[src/rtl/commit_ctrl_n_if.sv]
`default_nettype none
// ============================================================================
// Module   : commit_ctrl_n_if
// Purpose  : WB-lane, CSR and pipeline-control bundle for commit_ctrl_n.
// Revision : 1.0
// ============================================================================
interface commit_ctrl_n_if #(
    parameter int COMMIT_WIDTH   = 2,
    parameter int ADDR_WIDTH     = 32,
    parameter int FTQ_ID_WIDTH   = 3,
    parameter int EXCP_NUM_WIDTH = 16,
    parameter int STAGE_NUM      = 7
);
    logic [COMMIT_WIDTH-1:0]                lane_valid_i;
    logic [COMMIT_WIDTH*ADDR_WIDTH-1:0]     lane_pc_i;
    logic [COMMIT_WIDTH-1:0]                lane_excp_i;
    logic [COMMIT_WIDTH*EXCP_NUM_WIDTH-1:0] lane_excp_num_i;
    logic [COMMIT_WIDTH*2-1:0]              lane_kind_i;
    logic [COMMIT_WIDTH*FTQ_ID_WIDTH-1:0]   lane_ftq_id_i;
    logic [COMMIT_WIDTH-1:0]                lane_is_last_i;
    logic [3*COMMIT_WIDTH-1:0]              stage_ready_i;
    logic                                   int_pending_i;
    logic [ADDR_WIDTH-1:0]                  csr_eentry_i;
    logic [ADDR_WIDTH-1:0]                  csr_tlbrentry_i;
    logic [ADDR_WIDTH-1:0]                  csr_era_i;

    logic [COMMIT_WIDTH-1:0]                commit_mask_o;
    logic [COMMIT_WIDTH-1:0]                commit_block_o;
    logic [FTQ_ID_WIDTH-1:0]                flush_ftq_id_o;
    logic [STAGE_NUM-1:0]                   flush_o;
    logic [STAGE_NUM-1:0]                   advance_o;
    logic                                   redirect_valid_o;
    logic [ADDR_WIDTH-1:0]                  redirect_pc_o;
    logic                                   excp_valid_o;
    logic [EXCP_NUM_WIDTH-1:0]              excp_num_o;
    logic [ADDR_WIDTH-1:0]                  excp_era_o;
    logic                                   ertn_o;
    logic                                   in_idle_o;
    logic [31:0]                            retired_cnt_o;

    modport master (
        output lane_valid_i, lane_pc_i, lane_excp_i, lane_excp_num_i, lane_kind_i,
               lane_ftq_id_i, lane_is_last_i, stage_ready_i, int_pending_i,
               csr_eentry_i, csr_tlbrentry_i, csr_era_i,
        input  commit_mask_o, commit_block_o, flush_ftq_id_o, flush_o, advance_o,
               redirect_valid_o, redirect_pc_o, excp_valid_o, excp_num_o,
               excp_era_o, ertn_o, in_idle_o, retired_cnt_o
    );

    modport slave (
        input  lane_valid_i, lane_pc_i, lane_excp_i, lane_excp_num_i, lane_kind_i,
               lane_ftq_id_i, lane_is_last_i, stage_ready_i, int_pending_i,
               csr_eentry_i, csr_tlbrentry_i, csr_era_i,
        output commit_mask_o, commit_block_o, flush_ftq_id_o, flush_o, advance_o,
               redirect_valid_o, redirect_pc_o, excp_valid_o, excp_num_o,
               excp_era_o, ertn_o, in_idle_o, retired_cnt_o
    );
endinterface
`default_nettype wire

[src/rtl/commit_ctrl_n.sv]
`default_nettype none
// ============================================================================
// Module   : commit_ctrl_n
// Purpose  : WB-stage commit controller: break-lane select, redirect, flush,
//            advance, idle-wait FSM with interrupt wake-up, retired counter.
// Revision : 1.0
// ============================================================================
module commit_ctrl_n #(
    parameter int COMMIT_WIDTH   = 2,
    parameter int ADDR_WIDTH     = 32,
    parameter int FTQ_ID_WIDTH   = 3,
    parameter int EXCP_NUM_WIDTH = 16,
    parameter int STAGE_NUM      = 7
) (
    input  logic           clk,
    input  logic           rst,
    commit_ctrl_n_if.slave bus
);
    localparam logic [1:0] c_KIND_ERTN    = 2'd1;
    localparam logic [1:0] c_KIND_IDLE    = 2'd2;
    localparam logic [1:0] c_KIND_REFETCH = 2'd3;

    typedef enum logic [1:0] {ST_RUN = 2'd0, ST_IDLE = 2'd1, ST_WAKE = 2'd2} state_e;

    state_e                    state_q, state_d;
    logic [31:0]               retired_q, retired_d;
    logic                      adv_delay_q;
    logic [ADDR_WIDTH-1:0]     idle_pc_q, idle_pc_d;

    logic                      w_seen;
    logic                      w_is_brk;
    logic [ADDR_WIDTH-1:0]     w_brk_pc;
    logic                      w_brk_excp;
    logic [EXCP_NUM_WIDTH-1:0] w_brk_num;
    logic [1:0]                w_brk_kind;
    logic [FTQ_ID_WIDTH-1:0]   w_brk_ftq;
    logic [COMMIT_WIDTH-1:0]   w_mask, w_block;
    logic [31:0]               w_pop;
    logic                      w_advance;
    logic [STAGE_NUM-1:0]      w_adv_vec, w_flush;
    logic                      w_rv, w_xv, w_ertn;
    logic [ADDR_WIDTH-1:0]     w_rpc, w_era;
    logic [EXCP_NUM_WIDTH-1:0] w_num;
    logic [FTQ_ID_WIDTH-1:0]   w_ftq;

    assign w_advance = &bus.stage_ready_i;

    // Oldest-first scan; lanes at or after the break lane never commit past it.
    always_comb begin
        w_seen     = 1'b0;
        w_is_brk   = 1'b0;
        w_brk_pc   = '0;
        w_brk_excp = 1'b0;
        w_brk_num  = '0;
        w_brk_kind = '0;
        w_brk_ftq  = '0;
        w_mask     = '0;
        w_block    = '0;
        w_pop      = '0;
        if (state_q == ST_RUN) begin
            for (int i = 0; i < COMMIT_WIDTH; i++) begin
                w_is_brk = !w_seen && bus.lane_valid_i[i] &&
                           (bus.lane_excp_i[i] || (bus.lane_kind_i[i*2 +: 2] != 2'd0));
                if (!w_seen) begin
                    w_mask[i]  = bus.lane_valid_i[i] & ~(w_is_brk & bus.lane_excp_i[i]);
                    w_block[i] = (w_mask[i] & bus.lane_is_last_i[i]) | w_is_brk;
                end
                if (w_is_brk) begin
                    w_brk_pc   = bus.lane_pc_i[i*ADDR_WIDTH +: ADDR_WIDTH];
                    w_brk_excp = bus.lane_excp_i[i];
                    w_brk_num  = bus.lane_excp_num_i[i*EXCP_NUM_WIDTH +: EXCP_NUM_WIDTH];
                    w_brk_kind = bus.lane_kind_i[i*2 +: 2];
                    w_brk_ftq  = bus.lane_ftq_id_i[i*FTQ_ID_WIDTH +: FTQ_ID_WIDTH];
                end
                w_seen = w_seen | w_is_brk;
                w_pop  = w_pop + {31'd0, w_mask[i]};
            end
        end
    end

    always_comb begin
        state_d   = state_q;
        idle_pc_d = idle_pc_q;
        w_rv      = 1'b0;
        w_rpc     = '0;
        w_xv      = 1'b0;
        w_num     = '0;
        w_era     = '0;
        w_ertn    = 1'b0;
        w_ftq     = '0;
        w_adv_vec = {STAGE_NUM{w_advance}};
        case (state_q)
            ST_RUN: begin
                if (w_seen) begin
                    w_rv  = 1'b1;
                    w_ftq = w_brk_ftq;
                    if (w_brk_excp) begin
                        w_xv  = 1'b1;
                        w_num = w_brk_num;
                        w_era = w_brk_pc;
                        w_rpc = (w_brk_num[2] | w_brk_num[11]) ? bus.csr_tlbrentry_i
                                                               : bus.csr_eentry_i;
                    end else if (w_brk_kind == c_KIND_ERTN) begin
                        w_ertn = 1'b1;
                        w_rpc  = bus.csr_era_i;
                    end else if (w_brk_kind == c_KIND_IDLE) begin
                        w_rpc     = w_brk_pc + ADDR_WIDTH'(4);
                        idle_pc_d = w_brk_pc + ADDR_WIDTH'(4);
                        state_d   = ST_IDLE;
                    end else if (w_brk_kind == c_KIND_REFETCH) begin
                        w_rpc = w_brk_pc + ADDR_WIDTH'(4);
                    end
                end
            end
            ST_IDLE: begin
                w_adv_vec[STAGE_NUM-1] = 1'b0;
                if (bus.int_pending_i) state_d = ST_WAKE;
            end
            ST_WAKE: begin
                w_rv    = 1'b1;
                w_rpc   = bus.csr_eentry_i;
                w_xv    = 1'b1;
                w_num   = EXCP_NUM_WIDTH'(1);
                w_era   = idle_pc_q;
                state_d = ST_RUN;
            end
            default: state_d = ST_RUN;
        endcase
        w_flush    = {STAGE_NUM{w_rv}};
        w_flush[0] = w_flush[0] | (adv_delay_q & ~w_advance);
        retired_d  = w_advance ? (retired_q + w_pop) : retired_q;
    end

    always_ff @(posedge clk) begin
        if (rst) begin
            state_q     <= ST_RUN;
            retired_q   <= '0;
            adv_delay_q <= 1'b1;
            idle_pc_q   <= '0;
        end else begin
            state_q     <= state_d;
            retired_q   <= retired_d;
            adv_delay_q <= w_advance;
            idle_pc_q   <= idle_pc_d;
        end
    end

    // Reset forces every output quiet except advance, which is held open.
    assign bus.commit_mask_o    = rst ? '0 : w_mask;
    assign bus.commit_block_o   = rst ? '0 : w_block;
    assign bus.flush_ftq_id_o   = rst ? '0 : w_ftq;
    assign bus.flush_o          = rst ? '0 : w_flush;
    assign bus.advance_o        = rst ? '1 : w_adv_vec;
    assign bus.redirect_valid_o = rst ? 1'b0 : w_rv;
    assign bus.redirect_pc_o    = rst ? '0 : w_rpc;
    assign bus.excp_valid_o     = rst ? 1'b0 : w_xv;
    assign bus.excp_num_o       = rst ? '0 : w_num;
    assign bus.excp_era_o       = rst ? '0 : w_era;
    assign bus.ertn_o           = rst ? 1'b0 : w_ertn;
    assign bus.in_idle_o        = rst ? 1'b0 : (state_q == ST_IDLE);
    assign bus.retired_cnt_o    = rst ? '0 : retired_q;
endmodule
`default_nettype wire
[src/flat_wrapper.sv]
// flat-port wrapper written by rule: the top's interface ports become plain ports
module commit_ctrl_n_flat 
#(
    parameter int COMMIT_WIDTH   = 2,
    parameter int ADDR_WIDTH     = 32,
    parameter int FTQ_ID_WIDTH   = 3,
    parameter int EXCP_NUM_WIDTH = 16,
    parameter int STAGE_NUM      = 7
)
  (clk, rst, bus_lane_valid_i, bus_lane_pc_i, bus_lane_excp_i, bus_lane_excp_num_i, bus_lane_kind_i, bus_lane_ftq_id_i, bus_lane_is_last_i, bus_stage_ready_i, bus_int_pending_i, bus_csr_eentry_i, bus_csr_tlbrentry_i, bus_csr_era_i, bus_commit_mask_o, bus_commit_block_o, bus_flush_ftq_id_o, bus_flush_o, bus_advance_o, bus_redirect_valid_o, bus_redirect_pc_o, bus_excp_valid_o, bus_excp_num_o, bus_excp_era_o, bus_ertn_o, bus_in_idle_o, bus_retired_cnt_o);
  commit_ctrl_n_if #(.COMMIT_WIDTH(COMMIT_WIDTH), .ADDR_WIDTH(ADDR_WIDTH), .FTQ_ID_WIDTH(FTQ_ID_WIDTH), .EXCP_NUM_WIDTH(EXCP_NUM_WIDTH), .STAGE_NUM(STAGE_NUM)) bus_i ();
  input  logic clk;
  input  logic rst;
  input wire logic [$bits(bus_i.lane_valid_i)-1:0] bus_lane_valid_i;
  input wire logic [$bits(bus_i.lane_pc_i)-1:0] bus_lane_pc_i;
  input wire logic [$bits(bus_i.lane_excp_i)-1:0] bus_lane_excp_i;
  input wire logic [$bits(bus_i.lane_excp_num_i)-1:0] bus_lane_excp_num_i;
  input wire logic [$bits(bus_i.lane_kind_i)-1:0] bus_lane_kind_i;
  input wire logic [$bits(bus_i.lane_ftq_id_i)-1:0] bus_lane_ftq_id_i;
  input wire logic [$bits(bus_i.lane_is_last_i)-1:0] bus_lane_is_last_i;
  input wire logic [$bits(bus_i.stage_ready_i)-1:0] bus_stage_ready_i;
  input wire logic [$bits(bus_i.int_pending_i)-1:0] bus_int_pending_i;
  input wire logic [$bits(bus_i.csr_eentry_i)-1:0] bus_csr_eentry_i;
  input wire logic [$bits(bus_i.csr_tlbrentry_i)-1:0] bus_csr_tlbrentry_i;
  input wire logic [$bits(bus_i.csr_era_i)-1:0] bus_csr_era_i;
  output wire logic [$bits(bus_i.commit_mask_o)-1:0] bus_commit_mask_o;
  output wire logic [$bits(bus_i.commit_block_o)-1:0] bus_commit_block_o;
  output wire logic [$bits(bus_i.flush_ftq_id_o)-1:0] bus_flush_ftq_id_o;
  output wire logic [$bits(bus_i.flush_o)-1:0] bus_flush_o;
  output wire logic [$bits(bus_i.advance_o)-1:0] bus_advance_o;
  output wire logic [$bits(bus_i.redirect_valid_o)-1:0] bus_redirect_valid_o;
  output wire logic [$bits(bus_i.redirect_pc_o)-1:0] bus_redirect_pc_o;
  output wire logic [$bits(bus_i.excp_valid_o)-1:0] bus_excp_valid_o;
  output wire logic [$bits(bus_i.excp_num_o)-1:0] bus_excp_num_o;
  output wire logic [$bits(bus_i.excp_era_o)-1:0] bus_excp_era_o;
  output wire logic [$bits(bus_i.ertn_o)-1:0] bus_ertn_o;
  output wire logic [$bits(bus_i.in_idle_o)-1:0] bus_in_idle_o;
  output wire logic [$bits(bus_i.retired_cnt_o)-1:0] bus_retired_cnt_o;
  assign bus_i.lane_valid_i = bus_lane_valid_i;
  assign bus_i.lane_pc_i = bus_lane_pc_i;
  assign bus_i.lane_excp_i = bus_lane_excp_i;
  assign bus_i.lane_excp_num_i = bus_lane_excp_num_i;
  assign bus_i.lane_kind_i = bus_lane_kind_i;
  assign bus_i.lane_ftq_id_i = bus_lane_ftq_id_i;
  assign bus_i.lane_is_last_i = bus_lane_is_last_i;
  assign bus_i.stage_ready_i = bus_stage_ready_i;
  assign bus_i.int_pending_i = bus_int_pending_i;
  assign bus_i.csr_eentry_i = bus_csr_eentry_i;
  assign bus_i.csr_tlbrentry_i = bus_csr_tlbrentry_i;
  assign bus_i.csr_era_i = bus_csr_era_i;
  assign bus_commit_mask_o = bus_i.commit_mask_o;
  assign bus_commit_block_o = bus_i.commit_block_o;
  assign bus_flush_ftq_id_o = bus_i.flush_ftq_id_o;
  assign bus_flush_o = bus_i.flush_o;
  assign bus_advance_o = bus_i.advance_o;
  assign bus_redirect_valid_o = bus_i.redirect_valid_o;
  assign bus_redirect_pc_o = bus_i.redirect_pc_o;
  assign bus_excp_valid_o = bus_i.excp_valid_o;
  assign bus_excp_num_o = bus_i.excp_num_o;
  assign bus_excp_era_o = bus_i.excp_era_o;
  assign bus_ertn_o = bus_i.ertn_o;
  assign bus_in_idle_o = bus_i.in_idle_o;
  assign bus_retired_cnt_o = bus_i.retired_cnt_o;
  commit_ctrl_n #(.COMMIT_WIDTH(COMMIT_WIDTH), .ADDR_WIDTH(ADDR_WIDTH), .FTQ_ID_WIDTH(FTQ_ID_WIDTH), .EXCP_NUM_WIDTH(EXCP_NUM_WIDTH), .STAGE_NUM(STAGE_NUM)) u_core (.clk(clk), .rst(rst), .bus(bus_i));
endmodule
[config.mk]
export PLATFORM = sky130hd
export DESIGN_NAME = commit_ctrl_n_flat
export DESIGN_NICKNAME = d
export VERILOG_FILES = /design/src/rtl/commit_ctrl_n_if.sv /design/src/rtl/commit_ctrl_n.sv /design/src/flat_wrapper.sv
export SDC_FILE = /design/constraint.sdc
export NUM_CORES = 1
export LEC_CHECK = 0
export BUFFER_PORTS_ARGS = -buffer_cell sky130_fd_sc_hd__buf_2
export CAP_MARGIN = 10
export CORE_UTILIZATION = 30
export CTS_CLUSTER_SIZE = 30
export DETAILED_ROUTE_END_ITERATION = 10
export GPL_TIMING_DRIVEN = 0
export PLACE_DENSITY = 0.59
export SLEW_MARGIN = 20
export SYNTH_ARGS = -nofsm -noshare
export SYNTH_HDL_FRONTEND = slang
export SYNTH_SLANG_ARGS = --single-unit
[constraint.sdc]
create_clock -name clk -period 5.65 [get_ports clk]
set_input_delay 0.8475 -clock clk [delete_from_list [all_inputs] [get_ports clk]]
set_output_delay 0.8475 -clock clk [all_outputs]
set_load 0.01 [all_outputs]
[Word-level counts from Yosys, hierarchy flattened]
Cells that the tools add are included.
Word-level totals
  output and inout port bits: 137
  flip-flop bits (word level): 67
  logic and storage cells: 112
  bits of input ports: 217
Operators by class
  add/subtract/negate cells: 3
  multiplexer cells: 66
  reductions and logical operators: 12
  bitwise operators: 17
  equal/unequal tests: 10
Operators with widths (number)
  $mux W32: 15
  $pmux W32 S2: 2
  $mux W16: 6
  $add A32 B3 Y32 const B: 1
  $add A32 B32 Y32: 1
  $pmux W16 S2: 1
  $mux W2: 12
  $mux W1: 20
  $mux W3: 5
  $mux W7: 2
  $reduce_and A5 Y1: 2
  $ne A2 B2 Y1 const B: 4
  $and A1 B1 Y1: 7
  $eq A2 B2 Y1 const B: 3
  $reduce_and A6 Y1: 1
  $not A1 Y1: 5
  $or A1 B1 Y1: 5
  $eq A2 B1 Y1 const B: 2
  $pmux W1 S2: 2
  $pmux W2 S2: 1
  $reduce_bool A2 Y1: 2
  $logic_and A1 B1 Y1: 3
  $add A1 B1 Y2: 1
  $logic_not A2 Y1: 1
  other kinds (3): 4

[Logic depth before layout (Yosys ltp)]
Gate-level depths: netlist of the first run.
  depth after elaboration: 16
  depth in mapped cells: 18
  mapped depth without buffers: 14

[Worst setup path before layout of the first run]
Ideal clock, no wire load.
  path kind: input -> output
  start point: in bus_lane_valid_i[0]
  end point: out bus_redirect_pc_o[20]
  arrival: 4.256 ns
  slack: 0.547 ns
  stages: 16
  data required time: 4.803 ns
  buffers on the path: 5
  path through: buf_2 > o31a_1 > buf_6 > clkbuf_1 > buf_1 > clkbuf_1 > a22oi_1 > nor2_1 > ha_1 > nand4bb_1 > or4_1 > o41a_1 > nor4_1 > xnor2_1 > a21oi_1 > o21ai_0
On the way
  word-level cells in the longest chain between the ends: 14
  elaborated cells on any way between the ends: 31
  those cells by class: add/sub (1); eq/ne (3); mux (21); bitwise (2); reduce/logical (4)
RTL lines
  start, declared: line flat_wrapper.sv:14  | input wire logic [$bits(bus_i.lane_valid_i)-1:0] bus_lane_valid_i;
  $logic_and A1 B1 Y1 (*): line commit_ctrl_n.sv:62  | w_is_brk = !w_seen && bus.lane_valid_i[i] &&
  $logic_not A1 Y1: line commit_ctrl_n.sv:62
  $logic_and A1 B1 Y1 (2 in series): line commit_ctrl_n.sv:62
  $mux W32 or $mux W2 (tied branches): line commit_ctrl_n.sv:68  | if (w_is_brk) begin
  $mux W32 or $mux W2 (tied branches): line commit_ctrl_n.sv:60  | if (state_q == ST_RUN) begin
  $add A32 B3 Y32 or $eq A2 B2 Y1 (tied branches): line commit_ctrl_n.sv:107, commit_ctrl_n.sv:111, commit_ctrl_n.sv:110
  $mux W32: line commit_ctrl_n.sv:110  | end else if (w_brk_kind == c_KIND_REFETCH) begin
  $mux W32: line commit_ctrl_n.sv:106  | end else if (w_brk_kind == c_KIND_IDLE) begin
  $mux W32: line commit_ctrl_n.sv:103  | end else if (w_brk_kind == c_KIND_ERTN) begin
  $mux W32: line commit_ctrl_n.sv:97  | if (w_brk_excp) begin
  $mux W32 (*): line commit_ctrl_n.sv:94  | if (w_seen) begin
  $pmux W32 S2 (*): line commit_ctrl_n.sv:92  | case (state_q)
  $mux W32 (*): line commit_ctrl_n.sv:155  | assign bus.redirect_pc_o = rst ? '0 : w_rpc;
  end, declared: line flat_wrapper.sv:32  | output wire logic [$bits(bus_i.redirect_pc_o)-1:0] bus_redirect_pc_o;
Every way passes the cells marked *; elsewhere a longest branch is shown, timed or not.

[Final worst setup path of the first run]
  start point: in bus_lane_kind_i[1]
  end point: out bus_redirect_pc_o[18]
On the way
  word-level cells in the longest chain between the ends: 16
  elaborated cells on any way between the ends: 33
  those cells by class: add/sub (1); eq/ne (3); mux (21); bitwise (2); reduce/logical (6)
RTL lines
  start, declared: line flat_wrapper.sv:18  | input wire logic [$bits(bus_i.lane_kind_i)-1:0] bus_lane_kind_i;
  $reduce_bool A2 Y1: line commit_ctrl_n.sv:63  | (bus.lane_excp_i[i] || (bus.lane_kind_i[i*2 +: 2] != 2'd0));
  $logic_or A1 B1 Y1: line commit_ctrl_n.sv:63
  $logic_and A1 B1 Y1: line commit_ctrl_n.sv:62
  $logic_not A1 Y1: line commit_ctrl_n.sv:62
  $logic_and A1 B1 Y1 (2 in series): line commit_ctrl_n.sv:62
  $mux W32 or $mux W2 (tied branches): line commit_ctrl_n.sv:68
  $mux W32 or $mux W2 (tied branches): line commit_ctrl_n.sv:60
  $add A32 B3 Y32 or $eq A2 B2 Y1 (tied branches): line commit_ctrl_n.sv:107, commit_ctrl_n.sv:111, commit_ctrl_n.sv:110
  $mux W32: line commit_ctrl_n.sv:110
  $mux W32: line commit_ctrl_n.sv:106
  $mux W32: line commit_ctrl_n.sv:103
  $mux W32: line commit_ctrl_n.sv:97
  $mux W32 (*): line commit_ctrl_n.sv:94
  $pmux W32 S2 (*): line commit_ctrl_n.sv:92
  $mux W32 (*): line commit_ctrl_n.sv:155
Marks and branches as above.

==> results of run 1 <==
==> timing repair <==
| action | 4_1_cts | 5_1_grt |
|---|---|---|
| gates resized for setup | 26 | 14 |
| setup buffers | 1 | 3 |
| pin swaps | 2 | 1 |
| endpoints found under the hold margin | 0 | 0 |
| endpoints found under the setup margin | 15 | 14 |
| hold buffers | 0 | 0 |
==> sequential cells by signal, indices dropped and copies added, names as in the netlist <==
name                flops
u_core.idle_pc_q       32
u_core.state_q          2
u_core.retired_q       32
u_core.adv_delay_q      1
==> kinds of logic (layout without fill, tap and decap cells) <==
kind of cell	Yosys count	in the layout	share of synthesized area, %
AO/OA/AOI/OAI	281	281	28.8
XOR/XNOR	54	54	7.27
adder cells (fa/ha/maj)	5	5	1.08
buffers and inverters	102	472	6.93
flip-flops	67	67	20.6
multiplexers	6	6	0.962
other	0	8	0
AND/OR/NAND/NOR	462	462	34.3
==> layout make-up <==
class / instances / area share [%]
clock buffers: 9 / 2.46
flip-flops and latches: 67 / 14.7
plain buffers: 90 / 4.82
inverters: 11 / 0.452
repair buffers: 355 / 19.5
diodes: 8 / 0.219
well taps: 275 / 3.76
multi-input cells: 808 / 53.2
clock inverters: 7 / 0.835
==> stage by stage <==
stage               std cells  power [mW]  utilization (%)  hold slack [ns]  TNS, ns
floorplan                 977       0.820                -            0.432        0
global placement         1603        1.10             40.7            0.439   -15.97
detailed placement       1603        1.10             40.7            0.445   -14.50
CTS                      1619        1.70             42.6            0.454        0
global route             1628        1.78             43.2            0.466  -0.0232
finish                   1630        1.71             43.2            0.451        0
==> power by group <==
| group | internal [mW] | switching [mW] |
|---|---|---|
| sequential | 0.487 | 0.00835 |
| combinational | 0.224 | 0.404 |
| clock | 0.345 | 0.245 |
==> worst register-to-register path: cells and delay by family (launching register included) <==
family                   cells  cell delay (ns)
buffers and inverters        3             1.08
AND/OR/NAND/NOR              7             2.13
flip-flops                   1             0.41
AO/OA/AOI/OAI                1             0.13
adder cells (fa/ha/maj)      2             0.59
==> per-layer routing <==
layer  wire length [um]  vias up
li1                   -     4276
met4               1850        2
met2              16600      557
met1              14700     4349
met5                 11        -
met3               3490      109
==> layout by cell type (no fill, tap or decap), types with 11 or more instances in the layout <==
master / instances
sky130_fd_sc_hd__buf_2: 358
sky130_fd_sc_hd__nor2_1: 144
sky130_fd_sc_hd__nand2_1: 134
sky130_fd_sc_hd__dfxtp_1: 67
sky130_fd_sc_hd__o21ai_0: 61
sky130_fd_sc_hd__clkbuf_1: 59
sky130_fd_sc_hd__a21oi_1: 58
sky130_fd_sc_hd__a22oi_1: 39
sky130_fd_sc_hd__nor2b_1: 33
sky130_fd_sc_hd__xor2_1: 31
sky130_fd_sc_hd__and3_1: 23
sky130_fd_sc_hd__nand3_1: 23
sky130_fd_sc_hd__a211oi_1: 21
sky130_fd_sc_hd__xnor2_1: 20
sky130_fd_sc_hd__nand4_1: 19
sky130_fd_sc_hd__buf_4: 17
sky130_fd_sc_hd__nor3_1: 17
sky130_fd_sc_hd__a31oi_1: 16
sky130_fd_sc_hd__nor4_1: 12
sky130_fd_sc_hd__o221ai_1: 12
sky130_fd_sc_hd__inv_1: 11
sky130_fd_sc_hd__a221oi_1: 11
==> worst max path at each step <==
stage                              from               endpoint  slack (ns)  cells past startpoint
CTS                  bus_lane_kind_i[1]  bus_redirect_pc_o[12]       0.002                     17
finish               bus_lane_kind_i[1]  bus_redirect_pc_o[18]        0.03                     17
global placement     bus_lane_kind_i[1]  bus_redirect_pc_o[20]       -1.32                     17
detailed placement   bus_lane_kind_i[1]  bus_redirect_pc_o[20]       -1.24                     17
global route         bus_lane_kind_i[1]  bus_redirect_pc_o[18]       -0.02                     17
floorplan           bus_lane_valid_i[0]  bus_redirect_pc_o[20]        0.55                     16
==> parameters.txt, run 1 <==
Parameter                              Value

Hold path
  Hold worst-path end ... u_core.idle_pc_q[17]
  Startpoint of the most critical hold path ... u_core.idle_pc_q[17]
  WHS Path Cells ... 2
  Type of the tightest min-delay check ... flop to flop

Placement
  Placed inst area ... between 8000 and 9000 um2
  Detailed placement HPWL ... 29.6 mm
  Port Buf Inserts ... between 300 and 400
  Post-placement worst setup slack ... -1.24 ns
  Final weighted congestion in routability-driven placement ... 0.939

Power
  P_leak ... ~4.1 nW
  Maximum vdd ir drop ... around 0.17 mV
  Total power density per cell area ... 187 nW/um2

STA
  Normalized max-slew margin ... 39.1%
  Final worst clock skew ... a little over 0.007 ns
  Number of failing hold endpoints at the final stage ... 0
  Total setup violations reported at the end of the flow ... 0
  Number of slew-limit violations in the final report ... 0
  Final critical-path setup slack ... ~0.035 ns
  Measured slew at the worst slew-check pin ... 0.906 ns
  Peak clock frequency supported by timing ... 0.178 GHz
  Final period utilization ... between 90% and 100%
  Shortest period the worst path allows ... 5.62 ns

Drt
  Total routed wirelength ... about 37 mm
  Final routed wire length divided by cell count ... 22.5 um
  Number of nets with antenna violations after routing ... 0
  Detailed Routing Iterations Pass 1 ... 6
  Total vias in the final route ... 9293
  Via/cell ratio ... 5.70
  Starting DRT DRC Count ... 684
  DRC violation count after routing ... 0

Die
  Top-Level Pins ... roughly 350
  Starting utilization of the core area ... approximately 31%
  Core region area ... 21200 um2
  Floorplan die width ... 149 um
  Vertical die dimension ... about 150 um
  Die Footprint ... 22300 um2
  Core Rows ... 53

CTS
  Number of buffers inserted during clock tree synthesis ... 9
  H-tree depth ... 3
  Library cell used as clock root buffer ... sky130_fd_sc_hd__clkbuf_16
  CTS tree ... built
  Source-to-sink clock delay at the later pin of the worst-skew pair ... between 0.3 and 0.4 ns
  Clock slew at the register clock pins of the worst setup and hold paths ... 0.06 ns
  Largest buffer count on any clock path ... 2
  Clock sink total ... 67

Final layout
  Final instance area ... 9140 um2
  Fraction of layout cells with a size suffix above 1 ... 32.0%
  Synth-to-Final Area Change ... 40.5%
  Sequential cell area ... approximately 1300 um2
  Combined area of the multi-input logic cells ... 4860 um2
  Fill cells ... 2341
  Number of nets in the finished design ... 1564

Logic synthesis
  Leading cell types by count after synthesis ... sky130_fd_sc_hd__nor2_1 (146), sky130_fd_sc_hd__nand2_1 (134), sky130_fd_sc_hd__dfxtp_1 (67)
  Number of instances in the synthesized netlist ... 977
  Number of register bits inferred by synthesis ... 67
  Primary flip-flop cell chosen by synthesis mapping ... sky130_fd_sc_hd__dfxtp_1
  Area share of the leading cell type in the synthesized netlist ... roughly a fifth
  Post-synth EDFFs ... 0
  Cell accounting for the most synthesized area ... sky130_fd_sc_hd__dfxtp_1
  Total nets after synthesis ... 1199
  Leading post-synthesis cells by cell area ... sky130_fd_sc_hd__dfxtp_1 (21%), sky130_fd_sc_hd__nor2_1 (8.4%), sky130_fd_sc_hd__nand2_1 (7.7%), sky130_fd_sc_hd__o21ai_0 (4.8%), sky130_fd_sc_hd__a21oi_1 (4.5%)
  Number of library cell types mapped by synthesis ... 70
  Cell area after synthesis ... 6500 um2
  Leading cell type by number of instances after synthesis ... sky130_fd_sc_hd__nor2_1
  Average cell area after synthesis ... 6.66 um2
  Number of warnings printed during yosys synthesis ... 0
  Proportion of register bits with asynchronous set or reset after synthesis ... 0%
  Sequential share of the synthesized area ... about a fifth

Worst setup path
  R2r worst-path depth ... 13
  Kind of critical path ... input port to output pin
  Maximum single-stage delay on the critical path ... 0.49 ns
  Cell family contributing the most delay on the critical path ... simple AND/OR/NAND/NOR gates
  Peak fanout along the critical path ... 10
  Buf/Inv on CP ... 5
  Required time of the worst setup path ... 4.80 ns
  CP arrival ... 4.77 ns
  Terminus of the critical flop-to-flop path ... u_core.retired_q[22]
  Reg2Reg Launch Point ... u_core.state_q[0]
  Most Frequent Cell on Critical Path ... sky130_fd_sc_hd__buf_2
  Sort of element at the start of the critical path ... input port
  Worst-path cell with the longest stage delay ... sky130_fd_sc_hd__or4_1
  Critical path, cell by cell ... buf_2 -> o31a_1 -> buf_6 -> nor2_4 -> clkbuf_16 -> buf_2 -> a22oi_1 -> nor2_1 -> ha_2 -> nand4bb_1 -> or4_1 -> o41a_4 -> nor3_2 -> xnor2_1 -> nand2_1 -> a21oi_1 -> buf_2
  Category of the worst setup path capture point ... output pin
  Reg-to-reg setup timing slack ... 1.24 ns

Global routing
  First-pass GRT wire length ... 52.6 mm
  Number of antenna violations at the first check in global routing ... 8
  Highest-utilization routing layer at the global route stage ... met2
  Overflow after GRT ... 0
  Met1 Usage GRT ... 38.7%
  GRT Total Usage ... a little under a third
  Maximum number of pins on one net before global-route repair ... 20
  Met2 track demand over resource in global routing ... 51.7%
  Met3 Resource Use GR ... 6.67%
  Vias in the first global route ... 8705

Job
  Maximum Capacitance Violations ... 0

Outcome
  Result of the run ... finished clean
No activity file was read; power rests on OpenSTA's default activity.
==> run 2: changes to the inputs <==
--- a/constraint.sdc
+++ b/constraint.sdc
@@ -3,2 +3,2 @@
 set_output_delay 0.8475 -clock clk [all_outputs]
-set_load 0.01 [all_outputs]
+set_load 0.005 [all_outputs]
==> parameters.txt, run 2 (synthesis gave the netlist of run 1 again) <==
Parameter                              Value

Outcome
  Result of the run ... finished clean

Placement
  Final weighted congestion in routability-driven placement ... 0.939 (unchanged)
  Port Buf Inserts ... 351 (unchanged)
  Total placed cells including tap cells ... 1603 (unchanged)
  Placed inst area ... 8600 um2 (unchanged)
  Post-placement worst setup slack ... -1.22 ns (+0.0187 ns)
  Detailed placement HPWL ... 29.6 mm (unchanged)

CTS
  Largest buffer count on any clock path ... 2 (unchanged)
  Number of buffers inserted during clock tree synthesis ... 9 (unchanged)
  Clock sink total ... 67 (unchanged)
  Library cell used as clock root buffer ... sky130_fd_sc_hd__clkbuf_16
  Source-to-sink clock delay at the later pin of the worst-skew pair ... 0.34 ns (about the same)
  Clock slew at the register clock pins of the worst setup and hold paths ... 0.06 ns (about the same)
  H-tree depth ... 3 (unchanged)
  CTS tree ... built
  Hold Buf Count CTS ... 0 (unchanged)

Global routing
  Overflow after GRT ... 0 (unchanged)
  Vias in the first global route ... 8713 (+0.092%)
  Number of antenna violations at the first check in global routing ... 8 (unchanged)
  GRT Total Usage ... 31.7% (unchanged)
  First-pass GRT wire length ... 52.6 mm (about the same)
  Maximum number of pins on one net before global-route repair ... 20 (unchanged)

Die
  Core Rows ... 53 (unchanged)
  Die Footprint ... 22300 um2 (unchanged)
  Core region area ... 21200 um2 (unchanged)
  Top-Level Pins ... 354 (unchanged)
  Floorplan die width ... 149 um (unchanged)
  Vertical die dimension ... 149 um (unchanged)
  Starting utilization of the core area ... 30.7% (unchanged)

Drt
  Starting DRT DRC Count ... 734 (+7.3%)
  Final routed wire length divided by cell count ... 22.4 um (-0.26%)
  Total vias in the final route ... 9217 (-0.82%)
  Number of nets with antenna violations after routing ... 0 (unchanged)
  Via/cell ratio ... 5.66 (-0.76%)
  Total routed wirelength ... 36.5 mm (-0.32%)
  Detailed Routing Iterations Pass 1 ... 6 (unchanged)
  DRC violation count after routing ... 0 (unchanged)

Worst setup path
  Sort of element at the start of the critical path ... input port
  Required time of the worst setup path ... 4.80 ns (about the same)
  Reg-to-reg setup timing slack ... 1.24 ns (about the same)
  Kind of critical path ... input port to output pin
  Peak fanout along the critical path ... 10 (unchanged)
  Category of the worst setup path capture point ... output pin
  CP arrival ... 4.74 ns (-0.03 ns)

STA
  Final Hold Slack ... 0.452 ns (+0.000596 ns)
  Number of failing hold endpoints at the final stage ... 0 (unchanged)
  Number of slew-limit violations in the final report ... 0 (unchanged)
  Shortest period the worst path allows ... 5.59 ns (-0.0266 ns)
  Setup TNS ... 0 ns (unchanged)
  Measured slew at the worst slew-check pin ... 0.915 ns (+0.00895 ns)
  Final critical-path setup slack ... 0.0612 ns (+0.0266 ns)
  Total setup violations reported at the end of the flow ... 0 (unchanged)
  Final period utilization ... 98.9% (-0.47 points)
  Final worst clock skew ... 0.00678 ns (-0.000284 ns)
  Normalized max-slew margin ... 38.7% (-0.42 points)
  Peak clock frequency supported by timing ... 0.179 GHz (+0.48%)

Power
  Maximum vdd ir drop ... 0.167 mV (+0.52%)
  P_leak ... 4.08 nW (-0.42%)
  Post-layout total power ... 1.69 mW (-1.1%)
  Total power density per cell area ... 186 nW/um2 (-0.86%)

Hold path
  Type of the tightest min-delay check ... flop to flop

Final layout
  Synth-to-Final Area Change ... 40.2%
  Regs by FF count ... u_core.idle_pc_q: 32 flops, u_core.retired_q: 32 flops, u_core.state_q: 2 flops
  Filler-free cell count of the finished design ... 1629 (-0.061%)
  Final instance area ... 9120 um2 (-0.25%)
  Fraction of layout cells with a size suffix above 1 ... 31.9% (-0.12 points)
  Fill cells ... 2346 (+0.21%)
  Commonest non-fill, non-tap cells in the layout ... sky130_fd_sc_hd__buf_2 (359), sky130_fd_sc_hd__nor2_1 (144), sky130_fd_sc_hd__nand2_1 (134), sky130_fd_sc_hd__dfxtp_1 (67), sky130_fd_sc_hd__o21ai_0 (61)
  Most common library cell in the layout ignoring fill and taps ... sky130_fd_sc_hd__buf_2
  Number of nets in the finished design ... 1563 (-0.064%)
  Final Util ... 43.1% (-0.11 points)

Job
  Maximum Capacitance Violations ... 0 (unchanged)
run 2: what timing repair did:
item / CTS / global route
setup endpoints to repair: 14 / 15
buffers inserted: 1 / 2
gates resized for setup: 26 / 14
endpoints found under the hold margin: 0 / 0
pin swaps: 1 / 1
run 2: critical path: stages:
cell and delay (ns):
sky130_fd_sc_hd__buf_2 0.12, sky130_fd_sc_hd__o31a_1 0.38, sky130_fd_sc_hd__buf_6 0.18, sky130_fd_sc_hd__nor2_4 0.16, sky130_fd_sc_hd__clkbuf_16 0.21, sky130_fd_sc_hd__buf_2 0.22, sky130_fd_sc_hd__a22oi_1 0.20, sky130_fd_sc_hd__nor2_1 0.15
sky130_fd_sc_hd__ha_2 0.28, sky130_fd_sc_hd__nand4bb_1 0.17, sky130_fd_sc_hd__or4_1 0.49, sky130_fd_sc_hd__o41a_4 0.21, sky130_fd_sc_hd__nor4_2 0.38, sky130_fd_sc_hd__xnor2_2 0.23, sky130_fd_sc_hd__a21oi_2 0.14, sky130_fd_sc_hd__o21ai_0 0.22
sky130_fd_sc_hd__buf_2 0.15
run 2: per-layer routing:
metal / routed length (um) / GRT usage [%]
met3: 3460 / 6.70
met4: 1860 / 17.9
met1: 14600 / 38.7
met2: 16600 / 51.5
met5: 11 / 0
run 2: cell type report:
type | count | area [um2] | area share (%)
multi-input cells | 808 | 4850 | 53.2
repair buffers | 354 | 1780 | 19.5
flip-flops and latches | 67 | 1340 | 14.7
plain buffers | 90 | 440 | 4.83
well taps | 275 | 344 | 3.77
clock buffers | 9 | 225 | 2.47
clock inverters | 7 | 76.3 | 0.837
inverters | 11 | 41.3 | 0.453
diodes | 8 | 20.0 | 0.220
run 2: report_power, final:
part | leakage [nW] | switching, mW | internal (mW)
clock | 0.142 | 0.247 | 0.345
sequential | 0.543 | 0.00818 | 0.487
combinational | 3.39 | 0.385 | 0.222
total | 4.08 | 0.640 | 1.05
run 2: worst paths after layout:
path | startpoint | to | cells after the start
max | bus_lane_kind_i[1] | bus_redirect_pc_o[16] | 17
max reg2reg | u_core.state_q[0] | u_core.retired_q[22] | 13
min | u_core.idle_pc_q[17] | u_core.idle_pc_q[17] | 2
min reg2reg | u_core.idle_pc_q[17] | u_core.idle_pc_q[17] | 2
